## src/rtl/sign_replacer_multi_if.sv

```systemverilog
// FIFO-side handshake bundle for sign_replacer_multi: video/token/payload read ports,
// output FIFO write port, and the global enable/mode controls.
interface sign_replacer_multi_if #(
    parameter int DATA_W = 8,
    parameter int CNT_W  = 7
);
    logic              clk_en;
    logic              mode;
    logic [DATA_W-1:0] vid_in;
    logic              vid_empty;
    logic              vid_rd;
    logic [CNT_W:0]    tok_in;
    logic              tok_empty;
    logic              tok_rd;
    logic              pay_in;
    logic              pay_empty;
    logic              pay_rd;
    logic              out_afull;
    logic [DATA_W-1:0] data_out;
    logic              data_wr;
    logic              ext_bit;
    logic              ext_wr;
    logic              last_pay_out;

    modport master (
        output clk_en, mode, vid_in, vid_empty, tok_in, tok_empty, pay_in, pay_empty, out_afull,
        input  vid_rd, tok_rd, pay_rd, data_out, data_wr, ext_bit, ext_wr, last_pay_out
    );

    modport slave (
        input  clk_en, mode, vid_in, vid_empty, tok_in, tok_empty, pay_in, pay_empty, out_afull,
        output vid_rd, tok_rd, pay_rd, data_out, data_wr, ext_bit, ext_wr, last_pay_out
    );
endinterface

```

## src/rtl/sign_replacer_multi.sv

```systemverilog
// Merges a video word stream with {P,S} skip/act tokens: skips S bits, then embeds a payload
// bit (EMBED) or copies the bit out (EXTRACT). One segment is processed per enabled cycle.
module sign_replacer_multi #(
    parameter int DATA_W = 8,
    parameter int CNT_W  = 7
) (
    input logic clk,
    input logic rst,
    sign_replacer_multi_if.slave bus
);
    localparam int PTR_W = $clog2(DATA_W);
    localparam int LW    = (CNT_W > PTR_W + 1) ? CNT_W : PTR_W + 1;

    logic              en;
    logic              mode_q;

    logic [DATA_W-1:0] word_q;
    logic              word_v, vid_pend;
    logic [CNT_W-1:0]  s_q;
    logic              p_q, tok_v, tok_pend;
    logic              pay_q, pay_v, pay_pend;
    logic [PTR_W-1:0]  ptr_q;

    logic [DATA_W-1:0] data_q;
    logic              data_wr_q, ext_wr_q, ext_bit_q, last_q;

    logic              word_ok, tok_ok, pay_ok;
    logic [DATA_W-1:0] cur_word;
    logic [CNT_W-1:0]  cur_s;
    logic              cur_p, cur_pay;
    logic [LW-1:0]     left_w, s_w;

    logic              adv, word_done, tok_done, act, pay_use;
    logic [DATA_W-1:0] nxt_word;
    logic [PTR_W-1:0]  nxt_ptr, act_idx;
    logic [CNT_W-1:0]  nxt_s;

    assign en = bus.clk_en & ~bus.out_afull;

    // Data read on the previous cycle is used straight off the FIFO port, so a slot
    // freed this cycle can be refilled and consumed on the very next one.
    assign word_ok  = word_v | vid_pend;
    assign cur_word = vid_pend ? bus.vid_in : word_q;
    assign tok_ok   = tok_v | tok_pend;
    assign cur_s    = tok_pend ? bus.tok_in[CNT_W-1:0] : s_q;
    assign cur_p    = tok_pend ? bus.tok_in[CNT_W] : p_q;
    assign pay_ok   = pay_v | pay_pend;
    assign cur_pay  = pay_pend ? bus.pay_in : pay_q;

    assign left_w = LW'(ptr_q) + LW'(1);
    assign s_w    = LW'(cur_s);

    always_comb begin
        adv       = 1'b0;
        word_done = 1'b0;
        tok_done  = 1'b0;
        act       = 1'b0;
        pay_use   = 1'b0;
        nxt_word  = cur_word;
        nxt_ptr   = ptr_q;
        nxt_s     = cur_s;
        act_idx   = ptr_q - PTR_W'(cur_s);
        if (word_ok && tok_ok) begin
            if (s_w >= left_w) begin
                // Skip runs to (or past) the end of the word: emit it and carry the rest.
                adv       = 1'b1;
                word_done = 1'b1;
                nxt_s     = CNT_W'(s_w - left_w);
                nxt_ptr   = '1;
                tok_done  = (nxt_s == '0) && !cur_p;
            end else if (cur_p) begin
                if (mode_q || pay_ok) begin
                    adv       = 1'b1;
                    act       = 1'b1;
                    tok_done  = 1'b1;
                    pay_use   = !mode_q;
                    nxt_s     = '0;
                    if (!mode_q) begin
                        nxt_word[act_idx] = cur_pay;
                    end
                    word_done = (act_idx == '0);
                    nxt_ptr   = act_idx - PTR_W'(1);
                end
            end else begin
                adv      = 1'b1;
                tok_done = 1'b1;
                nxt_s    = '0;
                nxt_ptr  = ptr_q - PTR_W'(cur_s);
            end
        end
    end

    assign bus.vid_rd = en & ~bus.vid_empty & (~word_ok | word_done);
    assign bus.tok_rd = en & ~bus.tok_empty & (~tok_ok | tok_done);
    assign bus.pay_rd = en & ~mode_q & ~bus.pay_empty & (~pay_ok | pay_use);

    always_ff @(posedge clk) begin
        if (rst) begin
            mode_q    <= bus.mode;
            word_q    <= '0;
            word_v    <= 1'b0;
            vid_pend  <= 1'b0;
            s_q       <= '0;
            p_q       <= 1'b0;
            tok_v     <= 1'b0;
            tok_pend  <= 1'b0;
            pay_q     <= 1'b0;
            pay_v     <= 1'b0;
            pay_pend  <= 1'b0;
            ptr_q     <= '1;
            data_q    <= '0;
            data_wr_q <= 1'b0;
            ext_wr_q  <= 1'b0;
            ext_bit_q <= 1'b0;
            last_q    <= 1'b0;
        end else if (en) begin
            vid_pend <= bus.vid_rd;
            tok_pend <= bus.tok_rd;
            pay_pend <= bus.pay_rd;

            if (adv) begin
                word_q <= nxt_word;
                word_v <= ~word_done;
                ptr_q  <= nxt_ptr;
                s_q    <= nxt_s;
                p_q    <= cur_p;
                tok_v  <= ~tok_done;
            end else begin
                if (vid_pend) begin
                    word_q <= bus.vid_in;
                    word_v <= 1'b1;
                end
                if (tok_pend) begin
                    s_q   <= cur_s;
                    p_q   <= cur_p;
                    tok_v <= 1'b1;
                end
            end

            if (pay_use) begin
                pay_v <= 1'b0;
            end else if (pay_pend) begin
                pay_q <= bus.pay_in;
                pay_v <= 1'b1;
            end

            data_wr_q <= word_done;
            if (word_done) begin
                data_q <= nxt_word;
            end
            ext_wr_q <= act & mode_q;
            if (act & mode_q) begin
                ext_bit_q <= cur_word[act_idx];
            end
            if (act) begin
                last_q <= mode_q ? cur_word[act_idx] : cur_pay;
            end
        end
    end

    // Registered strobes are held while frozen and presented once enable returns.
    assign bus.data_out     = data_q;
    assign bus.data_wr      = data_wr_q & en;
    assign bus.ext_wr       = ext_wr_q & en;
    assign bus.ext_bit      = ext_bit_q;
    assign bus.last_pay_out = last_q;
endmodule

```

## src/flat_wrapper.sv

```systemverilog
// flat-port wrapper written by rule: the top's interface ports become plain ports
module sign_replacer_multi_flat 
#(
    parameter int DATA_W = 8,
    parameter int CNT_W  = 7
)
  (clk, rst, bus_clk_en, bus_mode, bus_vid_in, bus_vid_empty, bus_tok_in, bus_tok_empty, bus_pay_in, bus_pay_empty, bus_out_afull, bus_vid_rd, bus_tok_rd, bus_pay_rd, bus_data_out, bus_data_wr, bus_ext_bit, bus_ext_wr, bus_last_pay_out);
  sign_replacer_multi_if #(.DATA_W(DATA_W), .CNT_W(CNT_W)) bus_i ();
  input logic clk;
  input logic rst;
  input wire logic [$bits(bus_i.clk_en)-1:0] bus_clk_en;
  input wire logic [$bits(bus_i.mode)-1:0] bus_mode;
  input wire logic [$bits(bus_i.vid_in)-1:0] bus_vid_in;
  input wire logic [$bits(bus_i.vid_empty)-1:0] bus_vid_empty;
  input wire logic [$bits(bus_i.tok_in)-1:0] bus_tok_in;
  input wire logic [$bits(bus_i.tok_empty)-1:0] bus_tok_empty;
  input wire logic [$bits(bus_i.pay_in)-1:0] bus_pay_in;
  input wire logic [$bits(bus_i.pay_empty)-1:0] bus_pay_empty;
  input wire logic [$bits(bus_i.out_afull)-1:0] bus_out_afull;
  output wire logic [$bits(bus_i.vid_rd)-1:0] bus_vid_rd;
  output wire logic [$bits(bus_i.tok_rd)-1:0] bus_tok_rd;
  output wire logic [$bits(bus_i.pay_rd)-1:0] bus_pay_rd;
  output wire logic [$bits(bus_i.data_out)-1:0] bus_data_out;
  output wire logic [$bits(bus_i.data_wr)-1:0] bus_data_wr;
  output wire logic [$bits(bus_i.ext_bit)-1:0] bus_ext_bit;
  output wire logic [$bits(bus_i.ext_wr)-1:0] bus_ext_wr;
  output wire logic [$bits(bus_i.last_pay_out)-1:0] bus_last_pay_out;
  assign bus_i.clk_en = bus_clk_en;
  assign bus_i.mode = bus_mode;
  assign bus_i.vid_in = bus_vid_in;
  assign bus_i.vid_empty = bus_vid_empty;
  assign bus_i.tok_in = bus_tok_in;
  assign bus_i.tok_empty = bus_tok_empty;
  assign bus_i.pay_in = bus_pay_in;
  assign bus_i.pay_empty = bus_pay_empty;
  assign bus_i.out_afull = bus_out_afull;
  assign bus_vid_rd = bus_i.vid_rd;
  assign bus_tok_rd = bus_i.tok_rd;
  assign bus_pay_rd = bus_i.pay_rd;
  assign bus_data_out = bus_i.data_out;
  assign bus_data_wr = bus_i.data_wr;
  assign bus_ext_bit = bus_i.ext_bit;
  assign bus_ext_wr = bus_i.ext_wr;
  assign bus_last_pay_out = bus_i.last_pay_out;
  sign_replacer_multi #(.DATA_W(DATA_W), .CNT_W(CNT_W)) u_core (.clk(clk), .rst(rst), .bus(bus_i));
endmodule
```

## config.mk

```make
export PLATFORM = sky130hd
export DESIGN_NAME = sign_replacer_multi_flat
export DESIGN_NICKNAME = d
export VERILOG_FILES = /design/src/rtl/sign_replacer_multi_if.sv /design/src/rtl/sign_replacer_multi.sv /design/src/flat_wrapper.sv
export SDC_FILE = /design/constraint.sdc
export NUM_CORES = 1
export LEC_CHECK = 0
export ABC_AREA = 0
export CELL_PAD_IN_SITES_DETAIL_PLACEMENT = 1
export CELL_PAD_IN_SITES_GLOBAL_PLACEMENT = 1
export CORE_UTILIZATION = 31
export CTS_CLUSTER_DIAMETER = 120
export CTS_CLUSTER_SIZE = 16
export DETAILED_ROUTE_END_ITERATION = 8
export GPL_TIMING_DRIVEN = 0
export PLACE_DENSITY = 0.72
export SYNTH_ARGS = -nofsm -noshare
export SYNTH_HDL_FRONTEND = slang
export SYNTH_SLANG_ARGS = --single-unit
```

## constraint.sdc

```tcl
create_clock -name clk -period 8 [get_ports clk]
set_input_delay 2.4 -clock clk [delete_from_list [all_inputs] [get_ports clk]]
set_output_delay 2.4 -clock clk [all_outputs]
set_load 0.01 [all_outputs]
```

# ---- Word-level counts from Yosys, hierarchy flattened
# Index checks and enable logic that the tools add are counted.
dict set report word_totals {
  input_bits 25
  wordCells 122
  out_inout_bits 15
  reg_bits 39
}
dict set report classes {
  bitwise_logic 28
  muxes 50
  magnitude_cmp 3
  eq_ne 1
  n_reduce_logical 19
  add_sub_neg 4
}
# cell count
set op_table {}
lappend op_table {{8-bit 2-to-1 mux} 7}
lappend op_table {{7-bit 2-to-1 mux} 7}
lappend op_table {{1-bit 2-to-1 mux} 30}
lappend op_table {{2-bit AND reduction} 7}
lappend op_table {{1-bit bitwise AND} 11}
lappend op_table {{1-bit inverter} 11}
lappend op_table {{3-bit 2-to-1 mux} 3}
lappend op_table {{8-bit bitwise mux} 1}
lappend op_table {{7-bit greater-or-equal comparator} 1}
lappend op_table {{7-bit zero test} 1}
lappend op_table {{7-bit subtractor} 1}
lappend op_table {{1-bit bitwise OR} 6}
lappend op_table {{2-bit nonzero test} 3}
lappend op_table {{3-bit by 1-bit adder with 4-bit output (second input constant)} 1}
lappend op_table {{3-bit by 4-bit < comparator with 1-bit output (second input constant)} 1}
lappend op_table {{4-bit AND reduction} 1}
lappend op_table {{1-bit binary-select mux with 3-bit select} 1}
lappend op_table {{1-bit demux with 3-bit select} 1}
lappend op_table {{3-bit by 1-bit greater-or-equal comparator with 1-bit output (second input constant)} 1}
lappend op_table {{1-bit logical AND} 3}
lappend op_table {{3-bit zero test} 1}
lappend op_table {{3-bit inequality test (second input constant)} 1}
lappend op_table {{3-bit by 1-bit subtractor with 3-bit output (second input constant)} 1}
lappend op_table {{3-bit subtractor} 1}
lappend op_table {{other kinds (2)} 3}

# ---- Longest topological paths before layout
dict set report depth {
  ltp_word 13
  ltp_mapped 14
  depth_no_buf 12
}

# ---- Worst setup path after synthesis
# Ideal clock, no wire load.
dict set report synth_timing {
  path_kind {input port to output port}
  start {input port bus_tok_in[1]}
  end {output port bus_tok_rd}
  path_slack_ns 1.203
  cell_stages 10
  t_arrival_ns 4.397
  required_time_ns 5.600
  cell_sequence {mux2i_1 > inv_1 > ha_1 > nand2b_1 > a21o_1 > buf_2 > nand2_1 > o41ai_1 > nand3_1 > a211oi_1}
}
dict set report synth_between {
  elab_chain_len 8
}
# element line_no
set synth_lines {}
lappend synth_lines {{start, declared} flat_wrapper.sv:15} ;# input wire logic [$bits(bus_i.tok_in)-1:0] bus_tok_in;
lappend synth_lines {{7-bit 2-to-1 mux *} sign_replacer_multi.sv:45} ;# assign cur_s = tok_pend ? bus.tok_in[CNT_W-1:0] : s_q;
lappend synth_lines {{7-bit subtractor} sign_replacer_multi.sv:68} ;# nxt_s = CNT_W'(s_w - left_w);
lappend synth_lines {{7-bit zero test} sign_replacer_multi.sv:70} ;# tok_done = (nxt_s == '0) && !cur_p;
lappend synth_lines {{1-bit logical AND} sign_replacer_multi.sv:70}
lappend synth_lines {{1-bit 2-to-1 mux *} sign_replacer_multi.sv:64} ;# if (s_w >= left_w) begin
lappend synth_lines {{1-bit 2-to-1 mux *} sign_replacer_multi.sv:63} ;# if (word_ok && tok_ok) begin
lappend synth_lines {{1-bit bitwise OR *} sign_replacer_multi.sv:94} ;# assign bus.tok_rd = en & ~bus.tok_empty & (~tok_ok | tok_done);
lappend synth_lines {{1-bit bitwise AND *} sign_replacer_multi.sv:94}
lappend synth_lines {{end, declared} flat_wrapper.sv:21} ;# output wire logic [$bits(bus_i.tok_rd)-1:0] bus_tok_rd;
# Mark *: on every way between the ends. The rest lies on a longest branch, timed or not.

# ---- Final worst setup path
dict set report layout_timing {
  start {input port bus_tok_in[0]}
  end {output port bus_tok_rd}
}
# The elaborated chain is that of the path after synthesis.

==> results.md <==
* Placed cell areas at 3177 sq um
* Htree depth at 2
* TritonRoute pass-1 iters at 4
* Crit. End Element: output pin
* Number of synthesis warnings at 0
* DRC Markers at 0
* Syn_area_per_cell at slightly above 9 sq um
* Post-synthesis sequential area ratio at 0.2978
* Fmax at 126.8 MHz
* Status: completed
* Initial antenna violation count at 0
* Finished Core Util at 0.4045
* Final Instance Count excl. Fillers at 439
* FP Rows at 33
* First-pass GRT wire length at 12.52 mm
* Worst setup slack after layout at roughly 0.11 ns
* Vias at 2,349
* DIE AREA at 8939 sq um
* Clock Tree Buf Depth at 2
* Clock skew at 0.01004 ns
* Via density per instance at ~5.4
* Synth area leader: dfxtp_1
* Clock Sinks at 39
* Initial Utilization at 0.3215
* Max Slew Vio Count at 0
* Routed WL per cell at 17.22 um
* Die Height at 94.55 um
* Starting DRT DRC Count at 80
* Gp weighted congestion at 0.8399
* Pwr dens at 141.6 nW/um^2
* Mapped Nets at 321
* Met3 Usage GRT at 0.03623
* Tot GR Track Use at 0.1839
* Share of the synthesized area in the top cell type at 0.2865
* Slowest-stage cell, CP: clkdlybuf4s50_1
* Max-cap violations at 0
* Maximum vdd ir drop at 0.00007752 V
* Die width at between 90 and 100 um
* Leakage at between 1 and 1.5 nW
* Vias in the first global route at 2,500
* Hold slack at 0.4554 ns
* Number of flops mapped to enable cells by yosys at 1
* Critical Path AT at 5.49 ns
* GRT busiest layer: met2
* Final setup violation count at 0
* Met1 usage in global routing at 0.2190
* CP Max Fanout at 4
* Setup Crit Path Kind: input port to output pin
* Maximum number of pins on one net before global-route repair at 14
* Crit path required time at 5.60 ns
* Post-route cell area at 3341 sq um
* Max incr delay on CP at 0.57 ns
* Synthesis-to-finish area growth at 25.82%
* CTS tree: yes
* Async S/R FF share, synth at 0
* Final WL at between 7 and 8 mm
* Worst-Margin Slew at around 0.7 ns
* Mapped Area at 2655 sq um
* I/O pin count at 40
* Hold buffers post-CTS at 0
* Yosys reg bits at 39
* Worst-Skew Late Latency at 0.31 ns
* Number of distinct library cells after synthesis at 66
* Endpoints failing hold at 0
* Final min period at 7.890 ns
* Root Buffer: clkbuf_8
* Grt total ovfl at 0
* Met2 Use GR at 0.3382
* Worst hold path type: register to register
* Total power at 472.9 uW
* Post-synthesis instance total at between 200 and 300
* Main area contributors after synthesis: dfxtp_1 29%, mux2i_1 7.2%, ha_1 4.2%
* RSZ-0062 raised after global routing: false
* Final nets at 369
* Most common flop cell mapped by yosys: dfxtp_1
* Clock-pin transition on the worst setup and hold timing paths at 0.09 ns
* Crit path launch type: input port
* Fin crit share at 0.9862
* Cell Chain, Critical Path: clkdlybuf4s50_1 > mux2i_4 > ha_1 > fa_1 > nor2b_1 > o22ai_1 > xor2_1 > o41ai_1 > nand3_1 > a211oi_1 > clkdlybuf4s50_1
* # diodes at 0
* Cell mode on critical path: clkdlybuf4s50_1
* Post-DP HPWL at 5.746 mm
* Total CTS buffers at 5
* Port buffer count at 39
* Placement Setup Slack at -0.1970 ns
* CORE AREA at 8258 sq um
* Number of instances in the placed design at 429
* Layout cells sized above 1 at 0.1766
* ANT nets after route at 0
* Total Neg Setup Slack at 0 ns
* Rel. slew slack at 0.5230
## path summary, 6_finish.rpt
check | cells past startpoint | to | slack [ns] | start
setup / recovery | 11 | bus_tok_rd | 0.11 | bus_tok_in[0]
hold / removal | 2 | u_core.bus.last_pay_out | 0.46 | u_core.bus.last_pay_out
setup reg to reg | 15 | u_core.bus.data_out[6] | 4.78 | u_core.tok_pend
hold reg to reg | 2 | u_core.bus.last_pay_out | 0.46 | u_core.bus.last_pay_out
## worst max-delay path, delay by kind of cell
family          cells  cell delay [ns]
buf+inv             2             1.07
compound gates      3             0.73
fa+ha+maj           2             0.61
simple gates        2             0.39
xor+xnor            1             0.17
mux                 1             0.10
## cell usage after synthesis (all sizes together), types with 6 or more instances
cell / instances
dfxtp: 38
nand2: 24
nor2: 24
mux2i: 20
a21oi: 17
inv: 11
buf: 9
ha: 9
mux2: 9
o21ai: 9
a211oi: 8
clkbuf: 7
nand4: 7
nor4: 7
and2: 6
nand3: 6
nor3: 6
## layout by cell type, fill, tap and decap left out, types with 2 or more instances in the layout
master,count
buf_6,3
nand2b_1,2
a22o_1,4
clkbuf_1,7
o221a_2,2
clkbuf_8,6
a211oi_1,7
a311oi_1,3
dfxtp_1,38
o21ai_0,7
nand2_1,23
o21bai_1,2
a21oi_1,16
mux2_2,9
inv_1,11
nor4_1,5
mux2i_1,17
nor2_1,24
buf_1,2
xor2_1,3
nand4_1,7
mux4_2,5
nor3_1,5
o21a_1,5
nor2b_1,4
nand3_1,6
clkdlybuf4s50_1,39
ha_1,9
fa_1,2
xnor2_1,4
mux2i_4,3
and2_1,6
or3_1,2
buf_4,4
or2_2,3
nor3b_2,4
## metal layers
layer / wire, um / part of all wire / vias up
li1: - / - / 1145
met1: 3370 / 0.45 / 1154
met2: 3824 / 0.51 / 41
met3: 249 / 0.033 / 9
met4: 116 / 0.015 / 0
met5: 0 / 0 / -
## power breakdown
part	leakage, nW	internal, mW	switching, mW	total (mW)
Combinational	0.861	0.0407	0.0470	0.0877
Clock	0.0618	0.103	0.0803	0.183
Sequential	0.317	0.199	0.00336	0.202
Total	1.24	0.342	0.131	0.473
## flip-flops by register name (all words and copies together) (netlist names), 3 cells and up
name                 cells
u_core.ptr_q             3
u_core.bus.data_out      8
u_core.word_q            8
u_core.s_q               7
## final cells by class
type	count	area, sq um
buffer	16	95.09
tap	105	131.4
fill	951	4917
timing repair buffer	41	405.4
multi-input combinational	219	1755
clock buffer	6	82.58
sequential	39	790.8
clock inverter	2	38.79
inverter	11	41.29
## repair_timing
item | 4_1_cts | 5_1_grt
setup buffers | 0 | 2
endpoints found under the setup margin | 2 | 2
pin swaps | 0 | 1
gates resized for setup | 3 | 2
gates cloned | 0 | 0
## cells by family (layout without fill, tap and decap cells)
group / after synthesis / after routing / synth area share
AOI/OAI and AO/OA: 68 / 68 / 0.1956
xor gates and xnor gates: 8 / 8 / 0.02922
adders and majority gates: 11 / 11 / 0.05749
buffers and inverters: 27 / 76 / 0.05042
DFF: 39 / 39 / 0.2978
muxes: 34 / 34 / 0.1607
and+or+nand+nor: 98 / 98 / 0.2088
Power figures use the tool's default switching activity.
